**src/rtl/bf16_pkg.sv**
```systemverilog
// rtl/bf16_pkg.sv - shared bf16 widths, classifier flag indices and special-case codes
package bf16_pkg;

    localparam int NUM_WIDTH  = 16;
    localparam int EXP_WIDTH  = 8;
    localparam int SIG_WIDTH  = 7;
    localparam int FLAG_WIDTH = 4;
    localparam int EXT_WIDTH  = EXP_WIDTH + 2;

    localparam int NAN  = 3;
    localparam int ZERO = 2;
    localparam int INF  = 1;
    localparam int NORM = 0;

    localparam int                   BIAS = 127;
    localparam logic [NUM_WIDTH-1:0] QNAN = 16'h7FC0;

    typedef enum logic [1:0] {
        CLS_NORM = 2'd0,
        CLS_ZERO = 2'd1,
        CLS_INF  = 2'd2,
        CLS_QNAN = 2'd3
    } cls_e;

endpackage

```
**src/rtl/bf16_round_norm.sv**
```systemverilog
// rtl/bf16_round_norm.sv - normalize a 16-bit significand product and round to nearest even
module bf16_round_norm
    import bf16_pkg::*;
(
    input  logic        [2*SIG_WIDTH+1:0] i_prod,
    input  logic signed [EXT_WIDTH-1:0]   i_exp,
    output logic        [SIG_WIDTH-1:0]   o_frac,
    output logic signed [EXT_WIDTH-1:0]   o_exp
);

    logic        [SIG_WIDTH-1:0] w_frac;
    logic                        w_guard;
    logic                        w_sticky;
    logic                        w_up;
    logic        [SIG_WIDTH:0]   w_sum;
    logic signed [EXT_WIDTH-1:0] w_exp;

    always_comb begin
        if (i_prod[15]) begin
            w_frac   = i_prod[14:8];
            w_guard  = i_prod[7];
            w_sticky = |i_prod[6:0];
            w_exp    = i_exp + 10'sd1;
        end else begin
            w_frac   = i_prod[13:7];
            w_guard  = i_prod[6];
            w_sticky = |i_prod[5:0];
            w_exp    = i_exp;
        end
        w_up  = w_guard & (w_sticky | w_frac[0]);
        // A carry out of an all-ones fraction leaves zeros below it and bumps the exponent
        w_sum = {1'b0, w_frac} + {{SIG_WIDTH{1'b0}}, w_up};
        o_frac = w_sum[SIG_WIDTH-1:0];
        o_exp  = w_sum[SIG_WIDTH] ? w_exp + 10'sd1 : w_exp;
    end

endmodule

```
**src/rtl/bf16_mul_pipe.sv**
```systemverilog
// rtl/bf16_mul_pipe.sv - three-stage bf16 multiplier on classifier fields, RNE and flush-to-zero
module bf16_mul_pipe
    import bf16_pkg::*;
(
    input  logic                  i_clk,
    input  logic                  i_rst,
    input  logic                  i_valid,
    output logic                  o_ready,
    input  logic [FLAG_WIDTH-1:0] i_flag_a,
    input  logic [FLAG_WIDTH-1:0] i_flag_b,
    input  logic [SIG_WIDTH-1:0]  i_sig_a,
    input  logic [SIG_WIDTH-1:0]  i_sig_b,
    input  logic [EXP_WIDTH-1:0]  i_exp_a,
    input  logic [EXP_WIDTH-1:0]  i_exp_b,
    input  logic                  i_sign_a,
    input  logic                  i_sign_b,
    output logic                  o_valid,
    input  logic                  i_ready,
    output logic [NUM_WIDTH-1:0]  o_data
);

    logic                        w_en;
    logic [SIG_WIDTH-1:0]        w_sig_a, w_sig_b;
    logic [EXP_WIDTH-1:0]        w_exp_a, w_exp_b;
    logic signed [EXT_WIDTH-1:0] w_exp_sum;
    logic [NUM_WIDTH-1:0]        w_prod;
    cls_e                        w_cls;

    logic                        r_v1, r_v2, r_v3;
    logic                        r_sign1, r_sign2;
    logic signed [EXT_WIDTH-1:0] r_exp1, r_exp2;
    logic [NUM_WIDTH-1:0]        r_prod1;
    logic [SIG_WIDTH-1:0]        r_frac2;
    cls_e                        r_cls1, r_cls2;
    logic [NUM_WIDTH-1:0]        r_data3;

    logic [SIG_WIDTH-1:0]        w_frac_rn;
    logic signed [EXT_WIDTH-1:0] w_exp_rn;
    logic signed [EXT_WIDTH-1:0] w_bexp;
    logic [NUM_WIDTH-1:0]        w_pack;

    assign w_en    = ~r_v3 | i_ready;
    assign o_ready = w_en;
    assign o_valid = r_v3;
    assign o_data  = r_data3;

    assign w_sig_a   = i_flag_a[NORM] ? i_sig_a : '0;
    assign w_sig_b   = i_flag_b[NORM] ? i_sig_b : '0;
    assign w_exp_a   = i_flag_a[NORM] ? i_exp_a : '0;
    assign w_exp_b   = i_flag_b[NORM] ? i_exp_b : '0;
    assign w_exp_sum = {{2{w_exp_a[EXP_WIDTH-1]}}, w_exp_a} + {{2{w_exp_b[EXP_WIDTH-1]}}, w_exp_b};
    assign w_prod    = {8'd0, 1'b1, w_sig_a} * {8'd0, 1'b1, w_sig_b};

    always_comb begin
        w_cls = CLS_NORM;
        if (i_flag_a[NAN] | i_flag_b[NAN])
            w_cls = CLS_QNAN;
        else if ((i_flag_a[INF] & i_flag_b[ZERO]) | (i_flag_a[ZERO] & i_flag_b[INF]))
            w_cls = CLS_QNAN;
        else if (i_flag_a[INF] | i_flag_b[INF])
            w_cls = CLS_INF;
        else if (i_flag_a[ZERO] | i_flag_b[ZERO])
            w_cls = CLS_ZERO;
    end

    bf16_round_norm u_round_norm (
        .i_prod (r_prod1),
        .i_exp  (r_exp1),
        .o_frac (w_frac_rn),
        .o_exp  (w_exp_rn)
    );

    // Class is resolved before range so a zero or inf operand never reads the masked exponent
    assign w_bexp = r_exp2 + 10'sd127;
    always_comb begin
        w_pack = {r_sign2, w_bexp[EXP_WIDTH-1:0], r_frac2};
        if (r_cls2 == CLS_QNAN)
            w_pack = QNAN;
        else if (r_cls2 == CLS_INF || r_exp2 > 10'sd127)
            w_pack = {r_sign2, 8'hFF, 7'h00};
        else if (r_cls2 == CLS_ZERO || r_exp2 < -10'sd126)
            w_pack = {r_sign2, 15'h0000};
    end

    always_ff @(posedge i_clk or posedge i_rst) begin
        if (i_rst) begin
            r_v1    <= 1'b0;
            r_v2    <= 1'b0;
            r_v3    <= 1'b0;
            r_sign1 <= 1'b0;
            r_sign2 <= 1'b0;
            r_exp1  <= '0;
            r_exp2  <= '0;
            r_prod1 <= '0;
            r_frac2 <= '0;
            r_cls1  <= CLS_ZERO;
            r_cls2  <= CLS_ZERO;
            r_data3 <= '0;
        end else if (w_en) begin
            r_v1    <= i_valid;
            r_sign1 <= i_sign_a ^ i_sign_b;
            r_exp1  <= w_exp_sum;
            r_prod1 <= w_prod;
            r_cls1  <= w_cls;
            r_v2    <= r_v1;
            r_sign2 <= r_sign1;
            r_exp2  <= w_exp_rn;
            r_frac2 <= w_frac_rn;
            r_cls2  <= r_cls1;
            r_v3    <= r_v2;
            r_data3 <= w_pack;
        end
    end

endmodule

```
**config.mk**
```make
export PLATFORM = sky130hd
export DESIGN_NAME = bf16_mul_pipe
export DESIGN_NICKNAME = d
export VERILOG_FILES = /design/src/rtl/bf16_pkg.sv /design/src/rtl/bf16_round_norm.sv /design/src/rtl/bf16_mul_pipe.sv
export SDC_FILE = /design/constraint.sdc
export NUM_CORES = 1
export LEC_CHECK = 0
export ABC_AREA = 1
export CAP_MARGIN = 5
export CORE_AREA = 5 5 109 111
export CTS_CLUSTER_SIZE = 30
export DETAILED_ROUTE_END_ITERATION = 16
export DIE_AREA = 0 0 114 116
export PLACE_DENSITY = 0.91
export SETUP_SLACK_MARGIN = 0.05
export SYNTH_ARGS = -nofsm -noshare
export SYNTH_HDL_FRONTEND = slang
export SYNTH_HIERARCHICAL = 1
export SYNTH_SLANG_ARGS = --single-unit
export TNS_END_PERCENT = 30
```
**constraint.sdc**
```tcl
create_clock -name i_clk -period 2.3 [get_ports i_clk]
set_input_delay 0.46 -clock i_clk [delete_from_list [all_inputs] [get_ports i_clk]]
set_output_delay 0.46 -clock i_clk [all_outputs]
set_load 0.01 [all_outputs]
```
==> Word level (Yosys, flattened, before mapping) <==
Cells that the tools add are included.
Widths: inputs -> output; s select.
{ "totals": {"reg_bits": 68, "latch_bits": 0, "ram_bits": 0, "romBits": 0, "inputBits": 44, "output_inout_bits": 18, "word_cells": 54, "memories": 0} }
{ "op_classes": {"addsub": 5, "multipliers": 1, "n_div": 0, "magnitude_cmp": 2, "eq_ne": 3, "n_shift": 0, "muxes": 16, "bitwise_logic": 11, "reduce_logical": 4} }
{ "op_table": {"columns": ["operator", "n"], "rows": [
  ["$mux 15", 2],
  ["$mux 7", 3],
  ["$add 10x2->10 const B", 2],
  ["$mux 10", 2],
  ["$mul 8x8->16", 1],
  ["$mux 16", 1],
  ["$mux 8", 2],
  ["$gt 10x8->1 const B", 1],
  ["$lt 10x8->1 const B", 1],
  ["$add 8x8->9", 1],
  ["$add 7x1->8", 1],
  ["$add 8x8->8 const B", 1],
  ["$reduce_or 7->1", 1],
  ["$mux 2", 3],
  ["$or 1x1->1", 6],
  ["$reduce_or 6->1", 1],
  ["$eq 2x2->1 const B", 2],
  ["$and 1x1->1", 3],
  ["$mux 1", 3],
  ["$eq 2x1->1 const B", 1],
  ["$logic_or 1x1->1", 2],
  ["$not 1->1", 1],
  ["$xor 1x1->1", 1]
]} }

==> Logic depth before layout (Yosys ltp) <==
Gate-level depths: netlist (run 1).
{ "logic_depth": {"ltp_word": 6, "mapped_depth": 21, "ltp_nobuf": 20} }

==> Cells and area by module <==
Netlist (run 1), hierarchy kept.
{ "modules_own_cells": {"columns": ["mod", "n_inst", "cells_each", "area_each_um2", "seq_area_each_um2"], "rows": [
  ["bf16_mul_pipe", 1, 716, 5425.2, 1679.1],
  ["bf16_round_norm", 1, 151, 820.8, 0.0]
]} }

==> Least setup slack after synthesis (run 1) <==
Ideal clock, no wire load.
{ "synth_timing": {"path_type": "input port to flip-flop", "start": "input port i_flag_b[0]", "end": "register r_prod1[15]", "setup_time_ns": 0.118, "t_arrival_ns": 3.999, "t_required_ns": 2.182, "path_slack_ns": -1.817, "cell_stages": 20, "n_path_buf": 1, "path_cell_list": "buf_2 -> nand2_1 -> nor2_1 -> fa_1 -> inv_1 -> fa_1 -> inv_1 -> fa_1 -> inv_1 -> fa_1 -> inv_1 -> ha_1 -> nand2_2 -> nor2_2 -> and2_1 -> nand2_1 -> nand3_1 -> nand2_1 -> nand3_1 -> nand2_1"} }
{ "synth_via": {"elab_chain_len": 2} }
{ "synth_rtl": {"columns": ["element", "line_no", "source"], "rows": [
  ["start: declaration", "bf16_mul_pipe.sv:10", "input logic [FLAG_WIDTH-1:0] i_flag_b,"],
  ["$mux 7", "bf16_mul_pipe.sv:48", "assign w_sig_b = i_flag_b[NORM] ? i_sig_b : '0;"],
  ["$mul 8x8->16", "bf16_mul_pipe.sv:52", "assign w_prod = {8'd0, 1'b1, w_sig_a} * {8'd0, 1'b1, w_sig_b};"],
  ["end signal: assignment", "bf16_mul_pipe.sv:103", "r_prod1 <= w_prod;"],
  ["end: declaration", "bf16_mul_pipe.sv:32", "logic [NUM_WIDTH-1:0] r_prod1;"]
]} }
Every way passes these cells.
A chain may end at the register's enable or synchronous reset.

==> Worst setup path after layout (run 1) <==
{ "layout_timing": {"start": "input port i_sig_b[6]", "end": "register r_prod1[15]"} }
{ "layout_via": {"elab_chain_len": 2} }
{ "layout_rtl": {"columns": ["element", "line_no", "source"], "rows": [
  ["start: declaration", "bf16_mul_pipe.sv:12", "input logic [SIG_WIDTH-1:0] i_sig_b,"],
  ["$mux 7", "bf16_mul_pipe.sv:48", null],
  ["$mul 8x8->16", "bf16_mul_pipe.sv:52", null]
]} }
Every way passes these cells.

==> results.sh, run 1 <==
export IMPL_cts_root_buf="sky130_fd_sc_hd__clkbuf_8"
export IMPL_asyncSetResetFlopFracSynth_pct=100
export IMPL_crit_fanout=5
export IMPL_switchingPower_mw=2.41
export IMPL_reg2reg_slack_ns=0.12
export IMPL_cts_htree_levels=3
export IMPL_finalCriticalPeriod_ns=3.98
export IMPL_clock_fmax_ghz=0.252
export IMPL_synthFlopType="sky130_fd_sc_hd__dfrtp_1"
export IMPL_drive_gt1_share_pct=24.7
export IMPL_critical_path_startpoint_type="input port"
export IMPL_drt_wirelength_mm=18.0
export IMPL_postCtsHoldBufs=0
export IMPL_rsz0062_at_grt="yes"
export IMPL_setup_viol=13
export IMPL_detailedRoute_firstIterationViolations=552
export IMPL_yosys_warnings=6
export IMPL_cp_arrival_ns=4.21
export IMPL_initial_utilization_pct=58.4
export IMPL_floorplan_die_height_um=116
export IMPL_layout_setup_ws_ns=-1.68
export IMPL_final_max_slew_viol_count=0
export IMPL_power_frac_comb_pct=50.8
export IMPL_syn_avg_cell_area_um2=7.20
export IMPL_holdCritPathClass="reg2reg"
export IMPL_worstMarginPinSlew_ns=0.612
export IMPL_setup_tns_ns=-17.67
export IMPL_clk_pin_slew_ns=0.07
export IMPL_final_design_area_no_fill_mm2=0.00833
export IMPL_cell_area_after_synthesis_mm2=0.00625
export IMPL_worstHoldEndpoint="o_valid"
export IMPL_antenna_violating_nets_post_route=0
export IMPL_place_hpwl_mm=11.1
export IMPL_cts_sinks=67
export IMPL_ir_worst_vdd_mv=0.504
export IMPL_final_seq_area_mm2=0.00168
export IMPL_io_pins=62
export IMPL_layout_cells_most_common="sky130_fd_sc_hd__nand2_1"
export IMPL_sequential_cell_fraction_of_total_power_pct=32.0
export IMPL_route_detailed_vias_per_inst=5.41
export IMPL_synth_cell_type_count=37
export IMPL_grt_pass1_vias=6027
export IMPL_die_footprint_mm2=0.0132
export IMPL_crit_reg_reg_endpoint="r_exp2[8]"
export IMPL_clkLatencyLatePin_ns=0.35
export IMPL_rr_startpoint="r_prod1[15]"
export IMPL_outcome="complete, but fails checks"
export IMPL_cts_made_buffers=9
export IMPL_placementRows=38
export IMPL_grt_overflow_total=0
export IMPL_finClkSkew_ns=0.00816
export IMPL_n_antenna_cell=0
export IMPL_grt_antenna_before_repair=0
export IMPL_hold_path_startpoint="r_v2"
export IMPL_power_switching_fraction_pct=41.9
export IMPL_failed_checks="negative setup slack"
export IMPL_maxCapViolations=0
export IMPL_int_power_mw=3.34
export IMPL_hold_depth=1
export IMPL_power_leakage_nw=4.45
export IMPL_finish_utilization_pct=77.9
export IMPL_multi_input_comb_area_mm2=0.00431
export IMPL_firstDrtPassIters=7
export IMPL_area_overhead_of_the_layout_relative_to_synthesis_pct=33.4
export IMPL_power_per_cell_area_mw_per_mm2=690
export IMPL_global_route_wire_length_before_repair_mm=26.8
export IMPL_core_region_area_mm2=0.0107
export IMPL_grt_total_usage_pct=25.0
export IMPL_placed_area_mm2=0.00760
export IMPL_ys_seq_elements=67
export IMPL_die_x_um=114
export IMPL_final_nets=1135
export IMPL_drt_drc_violations_left=0
export IMPL_grt_start_max_net_pins=68
export IMPL_required_ns=2.54
export IMPL_setup_worst_path_end_class="flip-flop"
export IMPL_wire_per_inst_um=15.6
export IMPL_clock_path_buffers=2
export IMPL_gp_congestion=0.904
export IMPL_routed_via_count=6231
export IMPL_power_total_mw=5.75
export IMPL_hold_viol_final=0
export IMPL_fin_worst_hold_slack_ns=0.471
export IMPL_maxSlewHeadroom_pct=59.2
export IMPL_timing_final_crit_share_pct=173
export IMPL_tritoncts_clock_tree="done"
export IMPL_highest_count_cells_in_the_layout_ignoring_fill_and_taps="230 x sky130_fd_sc_hd__nand2_1, 146 x sky130_fd_sc_hd__inv_1, 67 x sky130_fd_sc_hd__buf_4"
export IMPL_synth_seq_area_share_pct=26.9
export IMPL_setup_worst_path_class="in2reg"
export IMPL_synth_edf_count=0
export IMPL_rr_worst_depth=11
export IMPL_post_synth_inst_count=867
export IMPL_port_buffers=61
export IMPL_clock_power_share_pct=17.2
export IMPL_mappedNetlistNets=995
export IMPL_nFillCells=694
[critical path: stages]
cell and delay [ns]:
sky130_fd_sc_hd__clkdlybuf4s15_1 0.17, sky130_fd_sc_hd__nand2_2 0.12, sky130_fd_sc_hd__buf_4 0.17, sky130_fd_sc_hd__buf_4 0.13, sky130_fd_sc_hd__nor2_1 0.16, sky130_fd_sc_hd__ha_1 0.20, sky130_fd_sc_hd__inv_1 0.10, sky130_fd_sc_hd__fa_1 0.55
sky130_fd_sc_hd__inv_2 0.04, sky130_fd_sc_hd__fa_1 0.49, sky130_fd_sc_hd__inv_1 0.06, sky130_fd_sc_hd__fa_1 0.51, sky130_fd_sc_hd__inv_2 0.06, sky130_fd_sc_hd__ha_4 0.32, sky130_fd_sc_hd__nand2_4 0.08, sky130_fd_sc_hd__nor2_4 0.10
sky130_fd_sc_hd__and2_4 0.16, sky130_fd_sc_hd__nand2_4 0.04, sky130_fd_sc_hd__nand3_2 0.05, sky130_fd_sc_hd__nand2_1 0.06, sky130_fd_sc_hd__nand3_1 0.09, sky130_fd_sc_hd__nand2_1 0.08
[repair_timing]
item	CTS	global route
gates resized for setup	81	67
setup buffers	15	10
pin swaps	39	40
endpoints found under the setup margin	18	17
[per-layer routing]
metal | global-route usage (%) | vias up | share of wire (%)
met5 | 0 | - | 0
met4 | 12.2 | 0 | 6.9
met3 | 3.71 | 120 | 6.3
met2 | 46.4 | 338 | 50
met1 | 28.1 | 2849 | 36
li1 | - | 2924 | -
[how the worst max path moves through the flow]
stage | start | to | slack, ns | cells after the start
2_1_floorplan | i_flag_a[0] | r_prod1[15] | -1.41 | 20
3_3_place_gp | i_flag_a[0] | r_prod1[15] | -2.20 | 18
3_5_place_dp | i_flag_a[0] | r_prod1[15] | -2.32 | 18
4_1_cts | i_flag_a[0] | r_prod1[15] | -1.47 | 21
5_1_grt | i_sig_b[5] | r_prod1[11] | -1.83 | 20
6_report | i_sig_b[6] | r_prod1[15] | -1.68 | 22
[flip-flops by register name, indices dropped and copies added, names as in the netlist]
name	count
r_exp1	9
r_prod1	16
r_sign2	1
o_valid	1
r_cls1	2
r_v2	1
r_cls2	2
o_data	16
r_frac2	7
r_exp2	10
r_v1	1
r_sign1	1
[cell families after synthesis]
kind of cell	synth area share (%)
simple gates	30.2
buf+inv	11.6
xor+xnor	3.08
fa+ha+maj	21.3
flops	26.9
compound gates	6.93
[synth_stat cells, drive strengths merged (2+ instances only)]
cell type	count	area [µm²]
xor2	12	105
nand3b	3	22.5
clkbuf	8	30.0
or2	4	25.0
o21ai	39	210
fa	37	741
nand3	46	250
nand2	273	1080
xnor2	10	87.6
ha	47	588
a21oi	22	114
a31oi	4	25.0
o31ai	7	52.6
dfrtp	65	1630
inv	170	638
nand4	12	75.1
buf	8	56.3
nor2	92	420
dfstp	2	52.6
[metrics by stage]
| stage | instances | worst slack (ns) |
|---|---|---|
| CTS | 1141 | -1.47 |
| global placement | 1111 | -2.20 |
| finish | 1151 | -1.68 |
| global route | 1151 | -1.83 |
| floorplan | 867 | -1.41 |
| detailed placement | 1111 | -2.32 |
[power by group through the flow]
stage / logic (mW) / registers [mW] / clock network [mW]
after floorplan: 1.81 / 1.83 / 0
after CTS: 2.71 / 1.83 / 1.01
final: 2.92 / 1.84 / 0.991
after global placement: 2.50 / 1.82 / 0
after detailed placement: 2.62 / 1.85 / 0
after global routing: 3.23 / 1.89 / 1.07
[cell type report]
class                   instances  share of cell area, %
well taps                     140                   2.10
clock buffers                  11                   1.82
flip-flops and latches         67                   20.2
inverters                     170                   7.69
clock inverters                 4                  0.601
multi-input cells             614                   51.8
repair buffers                145                   15.8
(Power assumes the default switching activity.)
==> run 2: changes to the inputs <==
--- a/config.mk
+++ b/config.mk
@@ -11,6 +11,7 @@
 export CTS_CLUSTER_SIZE = 30
 export DETAILED_ROUTE_END_ITERATION = 16
 export DIE_AREA = 0 0 114 116
+export MAX_ROUTING_LAYER = met4
 export PLACE_DENSITY = 0.91
 export SETUP_SLACK_MARGIN = 0.05
 export SYNTH_ARGS = -nofsm -noshare
==> constraint.sdc (replaced) <==
create_clock -name i_clk -period 2.3 [get_ports i_clk]
set_input_delay 0.23 -clock i_clk [delete_from_list [all_inputs] [get_ports i_clk]]
set_output_delay 0.23 -clock i_clk [all_outputs]
set_load 0.01 [all_outputs]
==> run 2 against run 1 <==
  * The flow still finishes with violations (negative setup slack)
  * Critical path depth is 1 lower
  * Worst setup slack gained 0.26 ns
  * Critical endpoint unchanged
  * Global-route usage is 2.3 points higher
  * Design area is 0.72% higher
  * Fmax is 6.9% higher
  * Wire length is 2.1% higher
  * Clock skew increased by 0.0067 ns
  * Worst hold slack lost 0.21 ns
  * Count of clock-buffer cells in the layout shrank 2
  * Non-clock buffer count is 1 lower
==> results.sh, run 2 (synthesis gave the netlist of run 1 again) <==
export IMPL_setup_worst_path_class="in2reg"
export IMPL_route_top_layer_used="met4"
export IMPL_grt_start_max_net_pins=68
export IMPL_die_x_um=114
export IMPL_grt_antenna_before_repair=0
export IMPL_placed_area_mm2=0.00758
export IMPL_layout_setup_ws_ns=-1.42
export IMPL_cp_arrival_ns=3.95
export IMPL_critical_path_startpoint_type="input port"
export IMPL_tritoncts_clock_tree="done"
export IMPL_drt_wirelength_mm=18.4
export IMPL_clock_path_buffers=2
export IMPL_power_leakage_nw=4.45
export IMPL_drt_drc_violations_left=0
export IMPL_timing_final_crit_share_pct=162
export IMPL_crit_fanout=6
export IMPL_wl_met2_mm=9.68
export IMPL_firstDrtPassIters=8
export IMPL_cts_made_buffers=9
export IMPL_grt_pass1_vias=6273
export IMPL_final_max_slew_viol_count=0
export IMPL_global_route_wire_length_before_repair_mm=28.4
export IMPL_maxCapViolations=0
export IMPL_antenna_violating_nets_post_route=0
export IMPL_clk_pin_slew_ns=0.08
export IMPL_initial_utilization_pct=58.4
export IMPL_place_hpwl_mm=11.3
export IMPL_route_detailed_vias_per_inst=5.42
export IMPL_hold_viol_final=0
export IMPL_rsz0062_at_grt="yes"
export IMPL_clock_fmax_ghz=0.269
export IMPL_n_antenna_cell=0
export IMPL_met3WireLength_um=985
export IMPL_setup_viol=13
export IMPL_cts_htree_levels=3
export IMPL_setup_tns_ns=-14.09
export IMPL_finalCriticalPeriod_ns=3.72
export IMPL_gp_congestion=0.939
export IMPL_final_design_area_no_fill_mm2=0.00839
export IMPL_core_region_area_mm2=0.0107
export IMPL_worstMarginPinSlew_ns=0.466
export IMPL_wire_per_inst_um=16.0
export IMPL_metal_1_wl_mm=6.70
export IMPL_ir_worst_vdd_mv=0.731
export IMPL_finClkSkew_ns=0.0149
export IMPL_nFillCells=661
export IMPL_drive_gt1_share_pct=25.0
export IMPL_final_nets=1134
export IMPL_die_footprint_mm2=0.0132
export IMPL_outcome="complete, but fails checks"
export IMPL_power_total_mw=5.98
export IMPL_setup_worst_path_end_class="flip-flop"
export IMPL_power_per_cell_area_mw_per_mm2=713
export IMPL_cts_root_buf="sky130_fd_sc_hd__clkbuf_8"
export IMPL_io_pins=62
export IMPL_grt_total_usage_pct=27.4
export IMPL_required_ns=2.53
export IMPL_clkLatencyLatePin_ns=0.35
export IMPL_routed_via_count=6241
export IMPL_detailedRoute_firstIterationViolations=585
export IMPL_port_buffers=61
export IMPL_maxSlewHeadroom_pct=69.0
export IMPL_area_overhead_of_the_layout_relative_to_synthesis_pct=34.3
export IMPL_layout_cells_most_common="sky130_fd_sc_hd__nand2_1"
export IMPL_cts_sinks=67
export IMPL_placementRows=38
export IMPL_failed_checks="negative setup slack"
export IMPL_highest_count_cells_in_the_layout_ignoring_fill_and_taps="222 x sky130_fd_sc_hd__nand2_1, 152 x sky130_fd_sc_hd__inv_1, 72 x sky130_fd_sc_hd__buf_4"
export IMPL_grt_overflow_total=0
export IMPL_holdCritPathClass="in2async"
export IMPL_floorplan_die_height_um=116
==> run 2: repair_timing <==
action                     4_1_cts  5_1_grt
resized for setup               94       46
setup endpoints to repair       15       17
hold buffers                     0        0
pin swaps                       53       30
buffers inserted                15       11
==> run 2: layer usage <==
layer  global-route usage, %  vias up
met1                    29.5     2926
met2                    47.7      299
li1                        -     2927
met4                    17.0        0
met5                       -        -
met3                    3.60       89
==> run 2: final cells by class <==
cell class	count	area, µm²	share of cell area [%]
multi-input combinational	614	4350	51.8
sequential	67	1680	20.0
timing repair buffer	144	1300	15.5
inverter	170	643	7.67
tap	140	175	2.09
clock buffer	9	124	1.48
clock inverter	7	124	1.48
==> run 2: path summary, 6_finish.rpt <==
path,from,endpoint,slack [ns],cells after the start
setup reg to reg,r_prod1[15],r_exp2[8],0.36,11
max in group asynchronous,i_rst,r_cls2[0],1.71,3
hold reg to reg,r_v2,o_valid,0.47,1
min in group i_clk,i_valid,r_v1,0.47,3
setup / recovery,i_flag_b[0],r_prod1[15],-1.42,21
hold / removal,i_rst,o_valid,0.26,3
==> run 2: worst max-delay path, stage by stage <==
cell and delay [ns]:
sky130_fd_sc_hd__buf_8 0.11, sky130_fd_sc_hd__buf_4 0.15, sky130_fd_sc_hd__nand2_8 0.10, sky130_fd_sc_hd__nor2_4 0.04, sky130_fd_sc_hd__fa_1 0.52, sky130_fd_sc_hd__inv_2 0.05, sky130_fd_sc_hd__fa_1 0.56, sky130_fd_sc_hd__inv_1 0.08
sky130_fd_sc_hd__fa_1 0.48, sky130_fd_sc_hd__inv_1 0.05, sky130_fd_sc_hd__fa_1 0.49, sky130_fd_sc_hd__inv_2 0.04, sky130_fd_sc_hd__ha_4 0.32, sky130_fd_sc_hd__nand2_4 0.10, sky130_fd_sc_hd__nor2_4 0.11, sky130_fd_sc_hd__and2_1 0.13
sky130_fd_sc_hd__nand2_1 0.06, sky130_fd_sc_hd__nand3_1 0.07, sky130_fd_sc_hd__nand2_1 0.06, sky130_fd_sc_hd__nand3_1 0.08, sky130_fd_sc_hd__nand2_1 0.09
==> run 2: power breakdown <==
| part | switching (mW) | leakage [nW] | internal (mW) | total, mW |
|---|---|---|---|---|
| clock | 0.473 | 0.120 | 0.727 | 1.20 |
| combinational | 1.72 | 3.53 | 1.22 | 2.94 |
| sequential | 0.280 | 0.803 | 1.57 | 1.85 |
==> run 2: per-stage QoR <==
| step | worst slack, ns | cells | hold WS [ns] | util (%) |
|---|---|---|---|---|
| after floorplan | -1.18 | 867 | 0.351 | - |
| after global placement | -1.95 | 1109 | 0.444 | 70.9 |
| after detailed placement | -2.12 | 1109 | 0.455 | 70.9 |
| after CTS | -1.13 | 1140 | 0.272 | 76.3 |
| after global routing | -1.55 | 1151 | 0.285 | 78.4 |
| final | -1.42 | 1151 | 0.263 | 78.4 |
